`src/rtl/jk_mod_counter_pkg.sv`:
```
// jk_mod_counter_pkg
//   Shared definitions for the JK-based modulo counter.
//   JK cell modes are encoded as {J,K}:
//     JK_HOLD 2'b00  keep current bit
//     JK_RST  2'b01  clear bit
//     JK_SET  2'b10  set bit
//     JK_TGL  2'b11  invert bit
package jk_mod_counter_pkg;

    typedef enum logic [1:0] {
        JK_HOLD = 2'b00,
        JK_RST  = 2'b01,
        JK_SET  = 2'b10,
        JK_TGL  = 2'b11
    } jk_mode_e;

    function automatic jk_mode_e jk_mode(input logic j, input logic k);
        return jk_mode_e'({j, k});
    endfunction

endpackage

```
`src/rtl/jk_mod_counter_jk_stage.sv`:
```
// jk_stage
//   One JK flip-flop cell with synchronous active-low reset.
//   Ports:
//     Cp  in  clock, rising edge
//     R   in  synchronous reset, active-low (clears Q)
//     J   in  J input
//     K   in  K input
//     Q   out registered bit
module jk_stage
    import jk_mod_counter_pkg::*;
(
    input  logic Cp,
    input  logic R,
    input  logic J,
    input  logic K,
    output logic Q
);

    logic q_q;
    logic q_d;

    always_comb begin
        q_d = q_q;
        unique case (jk_mode(J, K))
            JK_HOLD: q_d = q_q;
            JK_RST:  q_d = 1'b0;
            JK_SET:  q_d = 1'b1;
            JK_TGL:  q_d = ~q_q;
        endcase
    end

    always_ff @(posedge Cp) begin
        if (!R) begin
            q_q <= 1'b0;
        end else begin
            q_q <= q_d;
        end
    end

    assign Q = q_q;

endmodule

```
`src/rtl/jk_mod_counter.sv`:
```
// jk_mod_counter
//   Synchronous modulo-MODULO up/down counter built from WIDTH JK cells.
//   Priority at each rising Cp: reset > load > count > hold.
//   Ports:
//     Cp   in   clock, rising edge
//     R    in   synchronous reset, active-low
//     En   in   count enable
//     Up   in   direction, 1 = up, 0 = down
//     Ld   in   parallel load strobe
//     D    in   parallel load value
//     Q    out  current count (registered)
//     Co   out  cascade carry/borrow (combinational)
//     Err  out  illegal-load flag, one-cycle pulse (registered)
module jk_mod_counter
    import jk_mod_counter_pkg::*;
#(
    parameter int WIDTH  = 4,
    parameter int MODULO = 10
) (
    input  logic             Cp,
    input  logic             R,
    input  logic             En,
    input  logic             Up,
    input  logic             Ld,
    input  logic [WIDTH-1:0] D,
    output logic [WIDTH-1:0] Q,
    output logic             Co,
    output logic             Err
);

    localparam logic [WIDTH-1:0] CNT_MAX = WIDTH'(MODULO - 1);
    // One extra bit so MODULO == 2**WIDTH is representable.
    localparam logic [WIDTH:0]   MOD_EXT = (WIDTH + 1)'(MODULO);

    logic [WIDTH-1:0] q_cur;
    logic [WIDTH-1:0] cnt_nxt;
    logic [WIDTH-1:0] j_vec;
    logic [WIDTH-1:0] k_vec;
    logic             d_illegal;
    logic             q_out_of_range;
    logic             err_q;
    logic             err_d;

    assign d_illegal      = ({1'b0, D} >= MOD_EXT);
    assign q_out_of_range = ({1'b0, q_cur} >= MOD_EXT);

    // Next count value including wrap; an out-of-range state recovers to 0.
    always_comb begin
        cnt_nxt = q_cur;
        if (q_out_of_range) begin
            cnt_nxt = '0;
        end else if (Up) begin
            cnt_nxt = (q_cur == CNT_MAX) ? '0 : q_cur + 1'b1;
        end else begin
            cnt_nxt = (q_cur == '0) ? CNT_MAX : q_cur - 1'b1;
        end
    end

    // J/K decode per bit: counting toggles exactly the bits that differ.
    always_comb begin
        j_vec = '0;
        k_vec = '0;
        if (!R) begin
            j_vec = '0;
            k_vec = '1;
        end else if (Ld) begin
            if (d_illegal) begin
                j_vec = '0;
                k_vec = '1;
            end else begin
                j_vec = D;
                k_vec = ~D;
            end
        end else if (En) begin
            j_vec = q_cur ^ cnt_nxt;
            k_vec = q_cur ^ cnt_nxt;
        end
    end

    genvar gi;
    generate
        for (gi = 0; gi < WIDTH; gi++) begin : g_stage
            jk_stage u_stage (
                .Cp (Cp),
                .R  (R),
                .J  (j_vec[gi]),
                .K  (k_vec[gi]),
                .Q  (q_cur[gi])
            );
        end
    endgenerate

    assign err_d = R & Ld & d_illegal;

    always_ff @(posedge Cp) begin
        if (!R) begin
            err_q <= 1'b0;
        end else begin
            err_q <= err_d;
        end
    end

    assign Q   = q_cur;
    assign Err = err_q;
    assign Co  = En & ~Ld & (Up ? (q_cur == CNT_MAX) : (q_cur == '0));

endmodule

```
`config.mk`:
```
export PLATFORM = sky130hd
export DESIGN_NAME = jk_mod_counter
export DESIGN_NICKNAME = d
export VERILOG_FILES = /design/src/rtl/jk_mod_counter_pkg.sv /design/src/rtl/jk_mod_counter_jk_stage.sv /design/src/rtl/jk_mod_counter.sv
export SDC_FILE = /design/constraint.sdc
export NUM_CORES = 1
export LEC_CHECK = 0
export CORE_UTILIZATION = 41
export DETAILED_ROUTE_END_ITERATION = 10
export PLACE_DENSITY = 0.72
export REMOVE_ABC_BUFFERS = 1
export SLEW_MARGIN = 30
export SYNTH_ARGS = -nofsm -noshare
export SYNTH_HDL_FRONTEND = slang
export SYNTH_SLANG_ARGS = --single-unit
```
`constraint.sdc`:
```
create_clock -name Cp -period 1.68 [get_ports Cp]
set_input_delay 0.336 -clock Cp [delete_from_list [all_inputs] [get_ports Cp]]
set_output_delay 0.336 -clock Cp [all_outputs]
set_load 0.05 [all_outputs]
```
==> results of run 1 <==
synthesized netlist by cell type, types with 3 or more instances:
master / n / area, um2
dfxtp_1: 5 / 100
inv_1: 5 / 18.8
o21ai_0: 5 / 25.0
a21oi_1: 4 / 20.0
buf_4: 4 / 30.0
ha_1: 4 / 50.1
nand2_1: 4 / 15.0
nor2_1: 4 / 15.0
buf_6: 3 / 33.8
nand4_1: 3 / 18.8
nor2b_1: 3 / 18.8
nor3_1: 3 / 15.0
path summary, 6_finish.rpt:
path,depth (start not counted),start,to
setup reg to reg,7,g_stage[0].u_stage.Q,g_stage[2].u_stage.Q
setup / recovery,6,g_stage[1].u_stage.Q,Co
hold / removal,3,D[0],g_stage[0].u_stage.Q
hold reg to reg,4,g_stage[3].u_stage.Q,g_stage[3].u_stage.Q
cell families (layout without fill, tap and decap cells):
kind of cell,count (synthesis),in the layout,synth area share
buffers and inverters,13,34,0.157
AND/OR/NAND/NOR,28,28,0.301
flip-flops,5,5,0.182
AO/OA/AOI/OAI,18,18,0.251
adder cells (fa/ha/maj),4,4,0.0911
multiplexers,1,1,0.0182
cell type report:
| cell class | instances | share of cell area |
|---|---|---|
| Sequential cell | 5 | 0.124 |
| Tap cell | 14 | 0.0214 |
| Inverter | 5 | 0.0229 |
| Clock buffer | 4 | 0.0321 |
| Timing Repair Buffer | 25 | 0.330 |
| Multi-Input combinational cell | 51 | 0.470 |
state kept, by name (all words and copies together) (netlist names):
| name | count |
|---|---|
| Err | 1 |
| g_stage.u_stage.Q | 4 |
routing by layer:
metal	share of wire	global-route usage
met5	0	0
met2	0.49	0.358
met1	0.43	0.277
met4	0.0073	0.0517
met3	0.068	0.0867
stage by stage:
| stage | hold slack [ns] | power, W | TNS (ns) | utilization |
|---|---|---|---|---|
| detailed placement | 0.726 | 0.000358 | -0.507 | 0.657 |
| finish | 0.655 | 0.000513 | -0.298 | 0.700 |
| global route | 0.685 | 0.000541 | -0.369 | 0.700 |
| floorplan | 0.450 | 0.000247 | -0.924 | - |
| global placement | 0.710 | 0.000355 | -0.498 | 0.657 |
| CTS | 0.648 | 0.000516 | -0.299 | 0.698 |
where the power goes:
group / total [W] / switching [W] / internal, W
logic: 0.000230 / 0.000112 / 0.000118
clock network: 0.000146 / 0.0000559 / 0.0000902
registers: 0.000137 / 0.00000990 / 0.000127
total: 0.000513 / 0.000178 / 0.000335
cell usage in the layout, fill, tap and decap left out, types with 3 or more instances in the layout:
cell type,n
nor2_1,4
buf_12,5
o21ai_0,5
clkbuf_4,3
nand4_1,3
buf_4,12
dfxtp_1,4
clkdlybuf4s50_1,8
nand2_1,4
nor2b_1,3
a21oi_1,3
inv_1,3
nor3_1,3
repair_timing:
item / 4_1_cts / 5_1_grt
endpoints found under the setup margin: 1 / 3
resized for setup: 7 / 1
pin swaps: 3 / 0
critical path: stages (launching register included):
cell and delay, ns:
dfxtp_2 0.32, inv_2 0.08, ha_4 0.14, or3b_1 0.36, a21oi_2 0.15, and3_4 0.21
buf_12 0.13
==> impl_metrics.env, run 1 <==
export IMPL_ys_ff_latch=5
export IMPL_cts_buffers=3
export IMPL_dr_pass1_iters=4
export IMPL_htree_levels=1
export IMPL_setup_worst_path_class="reg2out"
export IMPL_die_x_um=38.6
export IMPL_grt_max_degree=11
export IMPL_drt_initial_drc_count=37
export IMPL_num_fill_cells=98
export IMPL_io_pins=15
export IMPL_violations="negative setup slack"
export IMPL_yosysWarningCount=0
export IMPL_ir_drop_mv=0.352
export IMPL_clk_latency_ns=0.25
export IMPL_p_leak_nw=0.333
export IMPL_synth_avg_cell_area_um2=7.96
export IMPL_setup_ws_ns=-0.298
export IMPL_finalCriticalPeriod_ns=1.98
export IMPL_numPortBuffers=14
export IMPL_clk_path_buf_depth=2
export IMPL_cp_required_ns=1.34
export IMPL_end_kind="output port"
export IMPL_hold_viol=0
export IMPL_worst_ep_arrival_time_ns=1.64
export IMPL_coreArea_um2=1170
export IMPL_grt_pass1_vias=494
export IMPL_overflow=0
export IMPL_powerDensity_nw_per_um2=626
export IMPL_rsz0062_at_grt="true"
export IMPL_antenna_found_initial=0
export IMPL_routabilityCongestion=0.828
export IMPL_ant_nets=0
export IMPL_rrSetupSlack_ns=0.08
export IMPL_grt_usage=0.223
export IMPL_tightest_slew_ns=0.484
export IMPL_antenna_cells=0
export IMPL_setup_violations=1
export IMPL_root_buffer="clkbuf_4"
export IMPL_place_inst=100
export IMPL_yosysSeqAreaShare=0.182
export IMPL_place_hpwl_um=994
export IMPL_status="complete, but fails checks"
export IMPL_post_drt_wl_per_cell_um=13.2
export IMPL_floorplan_initialDensity=0.469
export IMPL_fmax_ghz=0.506
export IMPL_critPathLaunchType="flip-flop"
export IMPL_ys_types=30
export IMPL_synthArstFlopShare=0
export IMPL_post_cts_buffers=0
export IMPL_placed_cell_area_um2=769
export IMPL_core_rowCount=12
export IMPL_synth_edff_count=0
export IMPL_fin_cells=104
export IMPL_seq_area_um2=101
export IMPL_drive_above_1_share=0.333
export IMPL_cts_tree="yes"
export IMPL_nNetsFinal=104
export IMPL_remaining_drc_errors=0
export IMPL_drv_slew=0
export IMPL_finalInstanceArea_um2=820
export IMPL_synth_area_um2=549
export IMPL_multi_input_area_um2=385
export IMPL_path_clk_slew_ns=0.05
export IMPL_ys_flop_type="dfxtp_1"
export IMPL_routed_wl_um=1380
export IMPL_syn_to_final_growth_pct=49.2
export IMPL_dieHeight_um=38.6
export IMPL_num_vias=602
export IMPL_crit_fanout=2
export IMPL_slew_headroom=0.677
export IMPL_clock_skew_ns=0.00460
export IMPL_grt_pass1_wl_um=2220
export IMPL_min_path_type="in2reg"
export IMPL_place_ws_ns=-0.302
export IMPL_cts_sinks=5
export IMPL_ctsHoldBuffers=0
export IMPL_maxCapViolations=0
export IMPL_finalCritPeriodShare=1.18
export IMPL_synthCells=69
export IMPL_die_area_um2=1490
export IMPL_vias_per_cell=5.79
Note: power is estimated with default switching activity, not from simulation.
==> run 2, diff against run 1 <==
Settings changed: RECOVER_POWER from default to 50, SLEW_MARGIN 30 to default.
==> impl_metrics.env, run 2 (synthesis gave the netlist of run 1 again) <==
export IMPL_status="complete, but fails checks"
export IMPL_violations="negative setup slack"
export IMPL_antenna_found_initial=0
export IMPL_routed_wl_um=1380
export IMPL_drive_above_1_share=0.322
export IMPL_clock_skew_ns=0.00464
export IMPL_ant_nets=0
export IMPL_final_cell_mix="11 x buf_4, 7 x clkdlybuf4s50_1, 5 x o21ai_0, 5 x buf_12"
export IMPL_hold_viol=0
export IMPL_maxCapViolations=0
export IMPL_numPortBuffers=14
export IMPL_finalCriticalPeriod_ns=1.98
export IMPL_dieHeight_um=38.6
export IMPL_cts_buffers=3
export IMPL_clk_latency_ns=0.25
export IMPL_cp_slowest_cell="or3b_1"
export IMPL_setup_violations=1
export IMPL_min_path_type="in2reg"
export IMPL_cts_tree="yes"
export IMPL_drt_initial_drc_count=37
export IMPL_post_drt_wl_per_cell_um=13.2
export IMPL_crit_fanout=2
export IMPL_ir_drop_mv=0.352
export IMPL_hp_start="D[0]"
export IMPL_worst_ep_arrival_time_ns=1.64
export IMPL_fin_cells=104
export IMPL_dr_pass1_iters=4
export IMPL_end_kind="output port"
export IMPL_htree_levels=1
export IMPL_place_inst=100
export IMPL_final_common_cell="buf_4"
export IMPL_largest_reg_flops=4
export IMPL_path_clk_slew_ns=0.05
export IMPL_grt_max_degree=11
export IMPL_remaining_drc_errors=0
export IMPL_place_hpwl_um=994
export IMPL_critPathLaunchType="flip-flop"
export IMPL_num_vias=602
export IMPL_nNetsFinal=104
export IMPL_cts_sinks=5
export IMPL_powerDensity_nw_per_um2=628
export IMPL_final_util=0.697
export IMPL_root_buffer="clkbuf_4"
export IMPL_floorplan_initialDensity=0.469
export IMPL_crit_reg2reg_launch="g_stage[0].u_stage.Q"
export IMPL_antenna_cells=0
export IMPL_p_leak_nw=0.329
export IMPL_post_cts_buffers=0
export IMPL_vias_per_cell=5.79
export IMPL_drv_slew=0
export IMPL_coreArea_um2=1170
export IMPL_grt_pass1_wl_um=2220
export IMPL_overflow=0
export IMPL_hold_ws_ns=0.655
export IMPL_core_rowCount=12
export IMPL_path_cells="inv_2, ha_4, or3b_1, a21oi_2, and3_4, buf_12"
export IMPL_routabilityCongestion=0.828
export IMPL_cp_required_ns=1.34
export IMPL_die_area_um2=1490
export IMPL_grt_usage=0.223
export IMPL_power_total_w=0.000512
export IMPL_syn_to_final_growth_pct=48.5
export IMPL_slew_headroom=0.598
export IMPL_clk_path_buf_depth=2
export IMPL_die_x_um=38.6
export IMPL_setup_ws_ns=-0.298
export IMPL_ctsHoldBuffers=0
export IMPL_slowest_delay_ns=0.36
export IMPL_rsz0062_at_grt="true"
export IMPL_io_pins=15
export IMPL_tightest_slew_ns=0.606
export IMPL_fmax_ghz=0.506
export IMPL_setup_tns_ns=-0.298
export IMPL_startpoint="g_stage[1].u_stage.Q"
export IMPL_finalCritPeriodShare=1.18
export IMPL_grt_pass1_vias=494
export IMPL_setup_worst_path_class="reg2out"
[run 2: cell types whose count changed in the layout (fill, tap and decap cells not counted), sizes merged]
cell / previous run / this run
clkbuf: 4 / 5
buf: 17 / 16
clkdlybuf4s50: 8 / 7
dlygate4sd3: 0 / 1
[run 2: where the power goes]
part           switching [W]  leakage (nW)  internal (W)
logic               0.000112         0.273      0.000117
clock network      0.0000559        0.0150     0.0000902
registers         0.00000987        0.0415      0.000127
[run 2: per-stage QoR]
stage                     worst slack (ns)  instance area (um2)
after global placement              -0.310                  769
after global routing                -0.352                  816
after detailed placement            -0.302                  769
after CTS                           -0.299                  817
final                               -0.298                  816
after floorplan                     -0.369                  482
[run 2: worst paths after layout]
check	depth (start not counted)	slack [ns]	endpoint
setup / recovery	6	-0.30	Co
hold / removal	3	0.66	g_stage[0].u_stage.Q
setup reg to reg	7	0.08	g_stage[2].u_stage.Q
hold reg to reg	4	0.76	g_stage[3].u_stage.Q
[run 2: timing repair]
action,in CTS,in global routing
endpoints found under the setup margin,1,3
endpoints found under the hold margin,0,0
pin swaps,3,0
resized for setup,7,1
[run 2: critical path: cells and delay by family, from the launching register on]
family,cells,cell delay (ns)
AO/OA/AOI/OAI,1,0.15
adder cells (fa/ha/maj),1,0.14
flip-flops,1,0.32
buffers and inverters,2,0.21
AND/OR/NAND/NOR,2,0.57
[run 2: metal layers]
layer,track usage,up-vias,part of all wire
met1,0.277,273,0.44
met2,0.358,35,0.49
met5,0,-,0
met3,0.0867,2,0.068
li1,-,292,-
met4,0.0517,0,0.0073
[run 2: layout make-up]
class,count,area [um2]
timing repair buffer,25,267
clock buffer,4,26.3
tap,14,17.5
inverter,5,18.8
sequential,5,101
fill,100,355
multi-input combinational,51,385
